`src/rtl/ex_muldiv_unit.sv`:
```
// Iterative RV32M/RV64M multiply/divide unit: one radix-2 step per cycle, with fast paths
// for divide-by-zero and signed overflow, flush support and a one-cycle registered result pulse.
module ex_muldiv_unit #(
  parameter int XLEN   = 32,
  parameter int REG_AW = 5
) (
  input  logic              clk_i,
  input  logic              rst_i,
  input  logic              start_i,
  input  logic [2:0]        op_i,
  input  logic [XLEN-1:0]   op1_i,
  input  logic [XLEN-1:0]   op2_i,
  input  logic [REG_AW-1:0] reg_waddr_i,
  input  logic              flush_i,
  output logic              busy_o,
  output logic              valid_o,
  output logic [XLEN-1:0]   result_o,
  output logic [REG_AW-1:0] reg_waddr_o
);

  localparam int CW = $clog2(XLEN);
  localparam logic [XLEN-1:0] MIN_NEG = {1'b1, {(XLEN-1){1'b0}}};

  typedef enum logic [1:0] {S_IDLE = 2'd0, S_CALC = 2'd1, S_DONE = 2'd2} state_e;

  state_e              state_q, state_d;
  logic [CW-1:0]       count_q, count_d;
  logic [2:0]          op_q, op_d;
  logic [REG_AW-1:0]   waddr_q, waddr_d;
  logic [REG_AW-1:0]   reg_waddr_q, reg_waddr_d;
  logic [2*XLEN-1:0]   acc_q, acc_d;
  logic [XLEN-1:0]     opb_q, opb_d;
  logic                neg_res_q, neg_res_d;
  logic                neg_rem_q, neg_rem_d;
  logic                valid_q, valid_d;
  logic                busy_q, busy_d;
  logic [XLEN-1:0]     result_q, result_d;

  logic                is_div_s, sgn1_s, sgn2_s, neg1_s, neg2_s, op2_zero_s, div_ovf_s;
  logic [XLEN-1:0]     abs1_s, abs2_s;
  logic [XLEN:0]       mul_sum_s;
  logic [XLEN+1:0]     div_trial_s;
  logic [2*XLEN-1:0]   step_s, prod_s;
  logic [XLEN-1:0]     quo_s, rem_s, calc_result_s;

  // Operand decode and magnitude conversion for the issuing operation.
  always_comb begin
    is_div_s   = op_i[2];
    sgn1_s     = is_div_s ? ~op_i[0] : ((op_i[1:0] == 2'b01) || (op_i[1:0] == 2'b10));
    sgn2_s     = is_div_s ? ~op_i[0] : (op_i[1:0] == 2'b01);
    neg1_s     = sgn1_s & op1_i[XLEN-1];
    neg2_s     = sgn2_s & op2_i[XLEN-1];
    abs1_s     = neg1_s ? -op1_i : op1_i;
    abs2_s     = neg2_s ? -op2_i : op2_i;
    op2_zero_s = (op2_i == {XLEN{1'b0}});
    div_ovf_s  = is_div_s && !op_i[0] && (op1_i == MIN_NEG) && (op2_i == {XLEN{1'b1}});
  end

  // One radix-2 step: acc holds {hi, multiplier} for mul, {remainder, dividend} for div.
  always_comb begin
    mul_sum_s   = {1'b0, acc_q[2*XLEN-1:XLEN]} + (acc_q[0] ? {1'b0, opb_q} : {(XLEN+1){1'b0}});
    div_trial_s = {1'b0, acc_q[2*XLEN-1:XLEN], acc_q[XLEN-1]} - {2'b00, opb_q};
    if (op_q[2]) begin
      if (div_trial_s[XLEN+1]) begin
        step_s = {acc_q[2*XLEN-2:0], 1'b0};
      end else begin
        step_s = {div_trial_s[XLEN-1:0], acc_q[XLEN-2:0], 1'b1};
      end
    end else begin
      step_s = {mul_sum_s, acc_q[XLEN-1:1]};
    end
    prod_s = neg_res_q ? -step_s : step_s;
    quo_s  = neg_res_q ? -step_s[XLEN-1:0] : step_s[XLEN-1:0];
    rem_s  = neg_rem_q ? -step_s[2*XLEN-1:XLEN] : step_s[2*XLEN-1:XLEN];
    if (op_q[2]) begin
      calc_result_s = op_q[1] ? rem_s : quo_s;
    end else begin
      calc_result_s = (op_q[1:0] == 2'b00) ? prod_s[XLEN-1:0] : prod_s[2*XLEN-1:XLEN];
    end
  end

  // Next-state logic for the IDLE/CALC/DONE controller and its datapath registers.
  always_comb begin
    state_d     = state_q;
    count_d     = count_q;
    op_d        = op_q;
    waddr_d     = waddr_q;
    reg_waddr_d = reg_waddr_q;
    acc_d       = acc_q;
    opb_d       = opb_q;
    neg_res_d   = neg_res_q;
    neg_rem_d   = neg_rem_q;
    result_d    = result_q;
    valid_d     = 1'b0;
    case (state_q)
      S_IDLE: begin
        if (start_i && !flush_i) begin
          op_d    = op_i;
          waddr_d = reg_waddr_i;
          if (is_div_s && (op2_zero_s || div_ovf_s)) begin
            state_d     = S_DONE;
            valid_d     = 1'b1;
            reg_waddr_d = reg_waddr_i;
            if (op2_zero_s) begin
              result_d = op_i[1] ? op1_i : {XLEN{1'b1}};
            end else begin
              result_d = op_i[1] ? {XLEN{1'b0}} : op1_i;
            end
          end else begin
            state_d   = S_CALC;
            count_d   = CW'(XLEN-1);
            acc_d     = {{XLEN{1'b0}}, (is_div_s ? abs1_s : abs2_s)};
            opb_d     = is_div_s ? abs2_s : abs1_s;
            neg_res_d = neg1_s ^ neg2_s;
            neg_rem_d = neg1_s;
          end
        end else begin
          state_d = S_IDLE;
        end
      end
      S_CALC: begin
        if (flush_i) begin
          state_d = S_IDLE;
        end else begin
          acc_d = step_s;
          if (count_q == {CW{1'b0}}) begin
            state_d     = S_DONE;
            valid_d     = 1'b1;
            result_d    = calc_result_s;
            reg_waddr_d = waddr_q;
          end else begin
            count_d = count_q - {{(CW-1){1'b0}}, 1'b1};
          end
        end
      end
      S_DONE: begin
        state_d = S_IDLE;
      end
      default: begin
        state_d = S_IDLE;
      end
    endcase
    busy_d = (state_d != S_IDLE);
  end

  // State and output registers with synchronous reset.
  always_ff @(posedge clk_i) begin
    if (rst_i) begin
      state_q     <= S_IDLE;
      count_q     <= {CW{1'b0}};
      op_q        <= 3'b000;
      waddr_q     <= {REG_AW{1'b0}};
      reg_waddr_q <= {REG_AW{1'b0}};
      acc_q       <= {(2*XLEN){1'b0}};
      opb_q       <= {XLEN{1'b0}};
      neg_res_q   <= 1'b0;
      neg_rem_q   <= 1'b0;
      result_q    <= {XLEN{1'b0}};
      valid_q     <= 1'b0;
      busy_q      <= 1'b0;
    end else begin
      state_q     <= state_d;
      count_q     <= count_d;
      op_q        <= op_d;
      waddr_q     <= waddr_d;
      reg_waddr_q <= reg_waddr_d;
      acc_q       <= acc_d;
      opb_q       <= opb_d;
      neg_res_q   <= neg_res_d;
      neg_rem_q   <= neg_rem_d;
      result_q    <= result_d;
      valid_q     <= valid_d;
      busy_q      <= busy_d;
    end
  end

  assign busy_o      = busy_q;
  assign valid_o     = valid_q;
  assign result_o    = result_q;
  assign reg_waddr_o = reg_waddr_q;

endmodule

```
`config.mk`:
```
export PLATFORM = sky130hd
export DESIGN_NAME = ex_muldiv_unit
export DESIGN_NICKNAME = d
export VERILOG_FILES = /design/src/rtl/ex_muldiv_unit.sv
export SDC_FILE = /design/constraint.sdc
export NUM_CORES = 1
export LEC_CHECK = 0
export CORE_UTILIZATION = 41
export DETAILED_ROUTE_END_ITERATION = 12
export DONT_BUFFER_PORTS = 1
export HOLD_SLACK_MARGIN = 0.03
export PLACE_DENSITY = 0.61
export SYNTH_ARGS = -nofsm -noshare
export SYNTH_HDL_FRONTEND = slang
export SYNTH_SLANG_ARGS = --single-unit
```
`constraint.sdc`:
```
create_clock -name clk_i -period 6.5 [get_ports clk_i]
set_input_delay 0.975 -clock clk_i [delete_from_list [all_inputs] [get_ports clk_i]]
set_output_delay 0.975 -clock clk_i [all_outputs]
set_load 0.01 [all_outputs]
```
### Word level (Yosys, flattened, before mapping)

Index checks and enable logic that the tools add are counted.

| storage, ports and cells | value |
|---|---|
| flip-flop bits (word level) | 152 |
| bits in read-only memories | 0 |
| logic and storage cells | 103 |
| memory bits (writable) | 0 |
| bits of input ports | 76 |
| bits in latches | 0 |
| memories | 0 |
| output and inout bits | 39 |

| operators by class | value |
|---|---|
| divide/modulo/power cells | 0 |
| bitwise logic cells | 5 |
| eq/ne operators | 11 |
| reduce and logical (&&, ||, !) cells | 20 |
| $lt $le $gt $ge | 0 |
| muxes and demuxes | 47 |
| add/sub/neg operators | 8 |
| $mul | 0 |
| shift operators | 0 |

Operators with widths:

| cell | number |
|---|---|
| $mux W32 | 17 |
| $mux W64 | 6 |
| $neg A32 Y32 | 4 |
| $pmux W64 S2 | 1 |
| $eq A32 B32 Y1 const B | 2 |
| $neg A64 Y64 | 1 |
| $pmux W32 S2 | 1 |
| $mux W5 | 8 |
| $sub A33 B32 Y34 | 1 |
| $add A32 B32 Y33 | 1 |
| $logic_not A32 Y1 | 1 |
| $pmux W5 S2 | 2 |
| $ne A2 B2 Y1 const B | 6 |
| $reduce_and A5 Y1 | 2 |
| $mux W2 | 4 |
| $mux W1 | 6 |
| $logic_and A1 B1 Y1 | 5 |
| $logic_not A5 Y1 | 1 |
| $sub A5 B1 Y5 const B | 1 |
| $eq A2 B1 Y1 const B | 2 |
| $logic_not A2 Y1 | 2 |
| $pmux W2 S2 | 1 |
| $reduce_and A4 Y1 | 1 |
| $reduce_bool A2 Y1 | 2 |
| other kinds (9) | 13 |

### Logic depth before layout (Yosys ltp)

Gate-level depths: netlist of the first run.

| logic depth | value |
|---|---|
| word-level depth | 10 |
| gate-level depth with buffers | 24 |
| gate-level depth less buffers | 21 |

### Worst setup path before layout of the first run

OpenSTA, ideal clock, no wires.

| timing path | value |
|---|---|
| path kind | register to register |
| start | register opb_q[20] |
| end | register result_q[30], in the netlist result_o[30] |
| data required time | 6.414 ns |
| period minus slack after synthesis | 4.690 ns |
| cell stages (with the launch flop) | 21 |
| library setup time | 0.086 ns |
| arrival | 4.604 ns |
| path slack | 1.810 ns |
| cells stage by stage | dfxtp_1 > inv_1 > ha_1 > a21oi_1 > o21ai_1 > a2111o_1 > a21o_1 > buf_2 > nor3_1 > nor2_1 > inv_1 > ha_1 > o2111ai_1 > nor2_1 > o21ai_0 > or4_1 > or4_4 > o41ai_4 > xnor2_1 > o21ai_1 > a211oi_1 |

| on the way | value |
|---|---|
| cells in the longest elaborated chain, start to end | 10 |
| elaborated cells on any way between the ends | 17 |
| those cells by class | add/sub (5); mux (12) |

RTL lines:

| item | RTL line | text |
|---|---|---|
| start: declaration | 32 | `logic [XLEN-1:0] opb_q, opb_d;` |
| start signal: assignment | 155 | `opb_q <= {XLEN{1'b0}};` |
| start signal: assignment | 168 | `opb_q <= opb_d;` |
| $sub A33 B32 Y34 / $mux W32 (equally long branches) | 62, 61 |  |
| $mux W64 / $add A32 B32 Y33 (equally long branches) | 64, 61 |  |
| $mux W64 (*) | 63 | `if (op_q[2]) begin` |
| $neg A64 Y64, or another cell as far along | 72 | `prod_s = neg_res_q ? -step_s : step_s;` |
| $mux W64, or another cell as far along | 72 |  |
| $mux W32 (on tied branches) | 78, 76 |  |
| $mux W32 (*) | 75 | `if (op_q[2]) begin` |
| $mux W32 (*) | 126 | `if (count_q == {CW{1'b0}}) begin` |
| $mux W32 (*) | 122 | `if (flush_i) begin` |
| $pmux W32 S2 (*) | 95 | `case (state_q)` |
| end signal: assignment | 158 | `result_q <= {XLEN{1'b0}};` |
| end signal: assignment | 171 | `result_q <= result_d;` |
| end: declaration | 37 | `logic [XLEN-1:0] result_q, result_d;` |

Every way passes the cells marked *; elsewhere a longest branch is shown, timed or not. The select of a mux whose other input is x is not followed.
A chain may end at the register's enable or synchronous reset.

### Worst setup path after layout of the first run

| timing path | value |
|---|---|
| start | register opb_q[10] |
| end | register result_q[28], in the netlist result_o[28] |

Same word-level chain as after synthesis.

==> results.toml, run 1 <==
[status]
status = "finished clean"

[pwr]
pwr-share-comb_pct = 33.0
p_int_w = 0.00180
ir_drop_uv = 157
p_switching_w = 0.00119
p_leak_nw = 6.37
power_switching_share_pct = 39.8
p_seq_share_pct = 34.0
p_per_area_nw_per_um2 = 174
p_clk_share_pct = 33.0

[synth]
yosys-top-cells-count = "312 x nand2_1, 230 x nor2_1, 190 x a21oi_1"
synth_top_area_cell = "dfxtp_1"
synth.area.top_cells = "dfxtp_1 19%, nand2_1 7.2%, a21oi_1 5.9%, o21ai_0 5.5%, ha_1 5.5%"
syn_inst = 2323
synth_async_sr_flop_share_pct = 0
syn_nets = 2472
synth_most_common_cell = "nand2_1"
yosysTopAreaCellShare_pct = 18.8
synth_edf_count = 0
syn_area_sq_um = 16200
yosys.cell_types.count = 93
synth-seq-cells = 152
yosysSeqAreaShare_pct = 18.8
synth_warnings = 0
syn_area_per_cell_sq_um = 6.96
synth_flop_cell = "dfxtp_1"

[clock_tree]
cts_hold_buf = 0
cts_sinks = 152
cts_tree = "built"
postCtsResizedCells = 0
cts_root_buffer = "clkbuf_16"
cts_max_path_buffers = 2
cts_buffers = 17
cts_htree_levels = 4
insertion_delay_ns = 0.46
post-cts-setup-buffer-count = 0
path_clk_slew_ns = 0.07

[grt]
grt-ovfl-total = 0
grt_pass1_wl_mm = 104
use_met3_pct = 5.96
grtUsageMet2_pct = 51.3
grt.met1_usage_pct = 46.6
first_global_vias = 16396
grt-busiest-layer = "met2"
gr-usage-all-layers_pct = 34.0
antenna_found_initial = 1
grt_start_max_net_pins = 140

[timing]
setup_tns_ns = 0
finalHoldViolations = 0
timing.fmax_mhz = 167
finalCriticalPeriod_ns = 5.98
fin_crit_sh_pct = 92.0
rsz0062_at_grt = "false"
setup_ws_ns = 0.522
setup_viol = 0
clock-skew-final_ns = 0.00947
slew_headroom_pct = 17.2
finalMaxSlewViolations = 0
tightest_slew_ns = 1.24

[layout]
area_delta_synth_final_pct = 6.58
antenna-diode-count = 0
fin_nets = 2392
multiInputGateArea_sq_um = 12300
stdcell_area_sq_um = 17200
register_area_sq_um = 3050
fillers = 4107
fin_util_pct = 44.5
drive_above_1_share_pct = 6.21

[detailed_routing]
drc = 0
drtIter0Drc = 2083
viasPerCell = 6.49
vias = 17995
wl_per_cell_um = 25.1
ant_nets = 0
dr.pass1.iters = 6
routed_wl_mm = 69.8

[place]
gp_congestion = 1.00
dp_hpwl_mm = 54.5
place_area_sq_um = 16700
port_buffers = 0
post-place-ws_ns = 0.702

[worst_setup_path]
crit_start = "opb_q[10]$_SDFFE_PP0P_"
startpoint_type = "flip-flop"
crit_path_end_kind = "flip-flop"
cp_slowest_stage_delay_ns = 0.58
path_class = "flip-flop to flip-flop"
crit_arrival_ns = 6.31
cp_max_fo = 12
slowest_stage = "nor3_1"
path_cells = "inv_1, ha_1, a21oi_1, o211ai_1, a221oi_2, a21boi_2, buf_4, nor3_1, nor2_1, inv_1, ha_1, o2111ai_1, nor2_1, o21ai_0, nor4_1, nand2_1, nor3_1, nand3_1, o41ai_1, xnor2_1, a21oi_1, a2111oi_0"
r2r-start = "opb_q[10]$_SDFFE_PP0P_"
cp.required_ns = 6.84

[floorplan]
placementRows = 72
initial_core_util_pct = 41.7
die_area_sq_um = 40200
ioPinCount = 115
die_w_um = 201
die-height_um = 201
core_sq_um = 38700

[worst_hold_path]
hp-start = "waddr_q[4]$_SDFFE_PP0P_"
min_path_type = "flip-flop to flip-flop"

[flow_run]
maxCapViolCount = 0
## layer usage
layer	share of wire, %	vias up
met4	5.1	0
met1	43	8602
met2	43	907
li1	-	8340
met3	9.1	146
met5	0	-
## power by group through the flow
stage | Combinational, W | Sequential (W) | Clock (W)
finish | 0.000987 | 0.00102 | 0.000989
global route | 0.00105 | 0.00102 | 0.00103
CTS | 0.000960 | 0.00102 | 0.000989
detailed placement | 0.000956 | 0.00104 | 0
global placement | 0.000953 | 0.00104 | 0
floorplan | 0.000675 | 0.00102 | 0
## sequential cells by signal, summed over array words and instances, names as in the netlist
register     flops
acc_q           64
opb_q           32
result_o        32
count_q          5
reg_waddr_o      5
waddr_q          5
op_q             3
state_q          2
busy_o           1
neg_rem_q        1
neg_res_q        1
valid_o          1
## worst max-delay path, delay by kind of cell, from the launching register on
kind / cells / cell delay, ns
flip-flops: 1 / 0.35
XOR/XNOR: 1 / 0.17
AO/OA/AOI/OAI: 9 / 2.50
buffers and inverters: 3 / 0.36
adder cells (fa/ha/maj): 2 / 0.56
AND/OR/NAND/NOR: 7 / 1.91
## cells in the final DEF (no fill, tap or decap), types with 15 or more instances in the layout
| cell | count |
|---|---|
| nand3_1 | 36 |
| dfxtp_1 | 150 |
| a21o_1 | 31 |
| nor3_1 | 62 |
| a21oi_1 | 188 |
| o21ai_0 | 178 |
| nand2b_1 | 18 |
| buf_4 | 51 |
| o211ai_1 | 76 |
| inv_1 | 60 |
| o31ai_1 | 19 |
| maj3_1 | 24 |
| a31oi_1 | 17 |
| o21bai_1 | 15 |
| nand4_1 | 33 |
| xnor2_1 | 99 |
| clkbuf_16 | 17 |
| and2_1 | 48 |
| nand2_1 | 312 |
| ha_1 | 71 |
| nor2_1 | 229 |
| or3_1 | 29 |
| nor4_1 | 31 |
| xor2_1 | 78 |
| a22oi_1 | 36 |
| a211oi_1 | 50 |
| mux2i_1 | 49 |
| o41ai_1 | 15 |
| a221oi_1 | 17 |
## layout make-up
| type | count | share of cell area [%] |
|---|---|---|
| Clock inverter | 13 | 0.661 |
| Timing Repair Buffer | 51 | 2.22 |
| Inverter | 64 | 1.39 |
| Tap cell | 518 | 3.76 |
| Multi-Input combinational cell | 1957 | 71.7 |
| Sequential cell | 152 | 17.7 |
| Clock buffer | 19 | 2.57 |
## stage by stage
stage,power (W),hold WS (ns),cells
final,0.00300,0.454,2774
after global routing,0.00310,0.483,2774
after CTS,0.00297,0.453,2774
after detailed placement,0.00199,0.443,2742
after global placement,0.00199,0.437,2742
after floorplan,0.00169,0.437,2323
## logic make-up after synthesis
kind of cell	share of synthesized area, %
compound gates	31.3
flops	18.8
mux	3.31
simple gates	24.7
buf+inv	5.06
xor+xnor	9.59
fa+ha+maj	7.23
## path summary, 6_finish.rpt
| path | end | slack (ns) | cells past startpoint |
|---|---|---|---|
| worst min register to register | waddr_q[4]$_SDFFE_PP0P_ | 0.45 | 2 |
| worst max register to register | result_o[28]$_SDFFE_PP0P_ | 0.52 | 22 |
| worst max-delay path | result_o[28]$_SDFFE_PP0P_ | 0.52 | 22 |
| worst min-delay path | waddr_q[4]$_SDFFE_PP0P_ | 0.45 | 2 |
Note: power is estimated with default switching activity, not from simulation.
==> run 2, diff against run 1 <==
==> constraint.sdc (replaced) <==
create_clock -name clk_i -period 6.4 [get_ports clk_i]
set_input_delay 0.96 -clock clk_i [delete_from_list [all_inputs] [get_ports clk_i]]
set_output_delay 0.96 -clock clk_i [all_outputs]
set_load 0.01 [all_outputs]
==> run 2 against run 1 <==
Net effect: register-to-register slack lost 0.08 ns; global-route usage hardly changed; sequential power barely moved; fmax increased by 0.36%; clock power grew 12%; die area unchanged; sequential share of layout area about the same; critical path depth is 6 lower; core utilization about the same; hold slack got worse by 0.0027 ns; via count is 0.13% lower; critical endpoint unchanged.
==> results.toml, run 2 (same netlist as run 1, synthesis figures left out) <==
[pwr]
power_w = 0.00314
p_per_area_nw_per_um2 = 183
p_leak_nw = 6.36
ir_drop_uv = 142

[floorplan]
die_area_sq_um = 40200
core_sq_um = 38700
die-height_um = 201
initial_core_util_pct = 41.7
placementRows = 72
die_w_um = 201
ioPinCount = 115

[clock_tree]
cts_max_path_buffers = 2
postCtsResizedCells = 0
cts_root_buffer = "clkbuf_16"
cts_htree_levels = 4
path_clk_slew_ns = 0.08
cts_sinks = 152
post-cts-setup-buffer-count = 0
cts_tree = "built"
insertion_delay_ns = 0.46
cts_buffers = 17
cts_hold_buf = 0

[detailed_routing]
dr.pass1.iters = 6
viasPerCell = 6.50
routed_wl_mm = 70.0
wl_per_cell_um = 25.3
drtIter0Drc = 2036
drc = 0
ant_nets = 0
vias = 17971

[flow_run]
maxCapViolCount = 0

[worst_setup_path]
cp_max_fo = 18
cp.buffers_inverters = 1
slowest_stage = "a221oi_2"
r2r-start = "opb_q[20]$_SDFFE_PP0P_"
reg2reg_slack_ns = 0.44
crit_path_end_kind = "flip-flop"
r2r_cells = 16
path_cells = "inv_1, ha_1, a21oi_1, o21ai_1, a2111o_1, a21oi_4, nand2_4, a221oi_2, ha_1, nand4_1, nor4_1, nand4_1, o41ai_1, xnor2_1, a21oi_1, a2111oi_0"
path_class = "flip-flop to flip-flop"
startpoint_type = "flip-flop"
crit_arrival_ns = 6.29
cp.required_ns = 6.73
critical_path.top_delay_family = "compound AO/OA/AOI/OAI gates"
worst_r2r_endpoint = "result_o[28]$_SDFFE_PP0P_"
cp_slowest_stage_delay_ns = 0.71

[grt]
grt_start_max_net_pins = 140
antenna_found_initial = 2
first_global_vias = 16561
grt-ovfl-total = 0
grt_pass1_wl_mm = 104
gr-usage-all-layers_pct = 34.0

[layout]
stdcell_area_sq_um = 17200
finalNonFillerCells = 2766
fin_nets = 2384
largest_register = "acc_q"
largest_reg_flops = 64
area_delta_synth_final_pct = 6.53
fillers = 4048
final_cell_mix = "312 x nand2_1, 229 x nor2_1, 188 x a21oi_1"
drive_above_1_share_pct = 5.87
final_common_cell = "nand2_1"

[timing]
tightest_slew_ns = 1.33
setup_viol = 0
fin_crit_sh_pct = 93.1
finalCriticalPeriod_ns = 5.96
clock-skew-final_ns = 0.0169
setup_ws_ns = 0.444
rsz0062_at_grt = "false"
slew_headroom_pct = 9.13
finalMaxSlewViolations = 0
setup_tns_ns = 0
finalHoldViolations = 0
timing.fmax_mhz = 168

[worst_hold_path]
hp-start = "waddr_q[0]$_SDFFE_PP0P_"
min_path_cells = 2
min_path_type = "flip-flop to flip-flop"
hold_end = "waddr_q[0]$_SDFFE_PP0P_"

[place]
post-place-ws_ns = 0.538
dp_hpwl_mm = 54.2
gp_congestion = 1.03
placed_cells = 2734
place_area_sq_um = 16600
port_buffers = 0

[status]
status = "finished clean"
==> run 2: changes by cell type in the layout (fill, tap and decap cells not counted), sizes merged <==
| cell | before | now |
|---|---|---|
| inv | 69 | 68 |
| clkinvlp | 2 | 1 |
| buf | 51 | 43 |
| clkinv | 6 | 5 |
| clkbuf | 19 | 18 |
| bufinv | 0 | 3 |
| diode | 0 | 1 |
==> run 2: per-layer routing <==
layer	global-route usage (%)	wire (um)	part of all wire (%)	vias to the layer above
met3	8.30	7190	10	175
met5	0	16	0.023	-
met1	44.8	29300	42	8514
met2	51.5	29700	42	955
met4	16.9	3820	5.4	2
li1	-	-	-	8325
==> run 2: tightest hold or removal path, cell delays in order, from the launching register on <==
cell and delay, ns:
dfxtp_1 0.31, nand2_1 0.05, a21oi_1 0.05
==> run 2: worst max path at each step <==
stage	from	endpoint	slack, ns	depth (start not counted)
finish	opb_q[20]$_SDFFE_PP0P_	result_o[28]$_SDFFE_PP0P_	0.44	16
CTS	opb_q[20]$_SDFFE_PP0P_	result_o[28]$_SDFFE_PP0P_	0.51	16
global placement	opb_q[20]$_SDFFE_PP0P_	result_o[28]$_SDFFE_PP0P_	0.51	16
detailed placement	acc_q[51]$_SDFFE_PP0P_	result_o[28]$_SDFFE_PP0P_	0.54	15
floorplan	opb_q[20]$_SDFFE_PP0P_	result_o[30]$_SDFFE_PP0P_	1.71	20
global route	opb_q[10]$_SDFFE_PP0P_	result_o[28]$_SDFFE_PP0P_	0.11	21
==> run 2: cell type report <==
class | count | area [sq um] | area share [%]
Clock buffer | 18 | 439 | 2.55
Clock inverter | 13 | 166 | 0.967
Multi-Input combinational cell | 1957 | 12300 | 71.7
Sequential cell | 152 | 3050 | 17.7
Antenna cell | 1 | 2.50 | 0.0145
Tap cell | 518 | 648 | 3.77
Timing Repair Buffer | 43 | 323 | 1.88
Inverter | 64 | 240 | 1.40
==> run 2: report_power, final <==
group	switching [W]	internal, W
logic	0.000673	0.000320
registers	0.0000534	0.000987
clock network	0.000482	0.000627
total	0.00121	0.00193
==> run 2: through the flow <==
step | utilization (%) | hold slack [ns]
floorplan | - | 0.437
global placement | 42.9 | 0.436
detailed placement | 42.9 | 0.442
CTS | 44.4 | 0.450
global route | 44.4 | 0.470
finish | 44.4 | 0.451
==> run 3, diff against run 2 <==
--- a/config.mk
+++ b/config.mk
@@ -5,11 +5,12 @@
 export SDC_FILE = /design/constraint.sdc
 export NUM_CORES = 1
 export LEC_CHECK = 0
-export CORE_UTILIZATION = 41
+export CORE_UTILIZATION = 40
+export CTS_BUF_LIST = sky130_fd_sc_hd__clkbuf_8
 export DETAILED_ROUTE_END_ITERATION = 12
 export DONT_BUFFER_PORTS = 1
 export HOLD_SLACK_MARGIN = 0.03
-export PLACE_DENSITY = 0.61
+export PLACE_DENSITY = 0.6
 export SYNTH_ARGS = -nofsm -noshare
 export SYNTH_HDL_FRONTEND = slang
 export SYNTH_SLANG_ARGS = --single-unit
==> run 3 against run 2 <==
Net effect: wire length down 0.56%; critical endpoint unchanged; first-iteration DRC count grew 0.49%; core utilization decreased by 1.8 points; largest power group is now sequential cells; sequential power barely moved; via count shrank 0.29%; flip-flop and latch count did not move; fmax fell by 2.5%; clock-buffer cell count did not move; non-clock buffer count stayed put; sequential share of layout area is 0.25 points higher; total power is 12% lower.
==> results.toml, run 3 (same netlist as run 1, synthesis figures left out) <==
[status]
status = "finished clean"

[worst_setup_path]
reg2reg_slack_ns = 0.29
crit_arrival_ns = 6.48
path_class = "flip-flop to flip-flop"
startpoint_type = "flip-flop"
r2r_cells = 16
cp_max_fo = 18
worst_r2r_endpoint = "result_o[28]$_SDFFE_PP0P_"
cp.required_ns = 6.77
r2r-start = "opb_q[20]$_SDFFE_PP0P_"
crit_path_end_kind = "flip-flop"

[layout]
finalNonFillerCells = 2774
final_common_cell = "nand2_1"
drive_above_1_share_pct = 5.74
largest_register = "acc_q"
final_cell_mix = "312 x nand2_1, 229 x nor2_1, 188 x a21oi_1"
fin_nets = 2384
largest_reg_flops = 64
area_delta_synth_final_pct = 5.05

[timing]
setup_viol = 0
finalCriticalPeriod_ns = 6.11
timing.fmax_mhz = 164
finalHoldViolations = 0
setup_tns_ns = 0
rsz0062_at_grt = "false"
finalMaxSlewViolations = 0
slew_headroom_pct = 8.42
clock-skew-final_ns = 0.0236
tightest_slew_ns = 1.34
fin_crit_sh_pct = 95.5

[grt]
grt_pass1_wl_mm = 104
antenna_found_initial = 2
gr-usage-all-layers_pct = 33.2
grt-ovfl-total = 0
first_global_vias = 16402
grt_start_max_net_pins = 140

[floorplan]
core_sq_um = 39800
die_area_sq_um = 41200
ioPinCount = 115
initial_core_util_pct = 40.6
die_w_um = 203
die-height_um = 203
placementRows = 73

[flow_run]
maxCapViolCount = 0

[place]
placed_cells = 2741
dp_hpwl_mm = 54.3
port_buffers = 0
gp_congestion = 1.02

[detailed_routing]
routed_wl_mm = 69.6
vias = 17919
viasPerCell = 6.46
drtIter0Drc = 2046
wl_per_cell_um = 25.1
drc = 0
ant_nets = 0
dr.pass1.iters = 9

[clock_tree]
cts_sinks = 152
cts_htree_levels = 4
post-cts-setup-buffer-count = 0
cts_max_path_buffers = 2
postCtsResizedCells = 0
cts_tree = "built"
cts_hold_buf = 0
insertion_delay_ns = 0.50
path_clk_slew_ns = 0.10
cts_buffers = 17
cts_root_buffer = "clkbuf_8"

[worst_hold_path]
min_path_type = "flip-flop to flip-flop"
hold_end = "waddr_q[4]$_SDFFE_PP0P_"
min_path_cells = 2
hp-start = "waddr_q[4]$_SDFFE_PP0P_"

[pwr]
ir_drop_uv = 105
p_leak_nw = 6.26
p_per_area_nw_per_um2 = 163
-- run 3: area by class of cell --
cell class	instances	area, sq um
clock buffer	18	248
fill	4270	22800
timing repair buffer	43	323
tap	525	657
multi-input combinational	1957	12300
antenna	1	2.50
sequential	152	3050
clock inverter	14	110
inverter	64	240
-- run 3: worst max-delay path, cell delays in order (launching register included) --
cell       delay [ns]
dfxtp_1          0.36
inv_1            0.05
ha_1             0.33
a21oi_1          0.25
o21ai_1          0.16
a2111o_1         0.49
a21oi_4          0.62
nand2_4          0.38
a221oi_2         0.71
ha_1             0.36
nand4_1          0.17
nor4_1           0.65
nand4_1          0.33
o41ai_1          0.54
xnor2_1          0.17
a21oi_1          0.08
a2111oi_0        0.31
-- run 3: worst max path at each step --
| stage | from | to | slack, ns | depth (start not counted) |
|---|---|---|---|---|
| final | opb_q[20]$_SDFFE_PP0P_ | result_o[28]$_SDFFE_PP0P_ | 0.29 | 16 |
| after global routing | opb_q[10]$_SDFFE_PP0P_ | result_o[28]$_SDFFE_PP0P_ | 0.07 | 16 |
| after CTS | opb_q[20]$_SDFFE_PP0P_ | result_o[28]$_SDFFE_PP0P_ | 0.42 | 16 |
| after detailed placement | opb_q[20]$_SDFFE_PP0P_ | result_o[28]$_SDFFE_PP0P_ | 0.49 | 16 |
| after global placement | opb_q[20]$_SDFFE_PP0P_ | result_o[28]$_SDFFE_PP0P_ | 0.52 | 16 |
| after floorplan | opb_q[20]$_SDFFE_PP0P_ | result_o[30]$_SDFFE_PP0P_ | 1.71 | 20 |
-- run 3: per-stage QoR --
stage | utilization [%] | total power [W] | area [sq um] | hold WS (ns) | setup slack, ns
after floorplan | - | 0.00172 | 16200 | 0.437 | 1.71
after global placement | 41.7 | 0.00201 | 16600 | 0.436 | 0.516
after detailed placement | 41.7 | 0.00201 | 16600 | 0.440 | 0.486
after CTS | 42.6 | 0.00274 | 17000 | 0.451 | 0.421
after global routing | 42.6 | 0.00289 | 17000 | 0.476 | 0.0683
final | 42.6 | 0.00277 | 17000 | 0.454 | 0.288
-- run 3: per-layer routing --
layer	GRT usage, %	share of wire, %	vias up
met1	44.4	43	8561
met3	7.58	9.1	169
met2	49.4	42	856
met4	17.6	5.6	0
li1	-	-	8333
met5	0	0	-
-- run 3: power by group --
group	leakage, nW	internal [W]	switching (W)
Clock	0.194	0.000313	0.000427
Combinational	4.83	0.000320	0.000669
Sequential	1.24	0.000986	0.0000533
Total	6.26	0.00162	0.00115
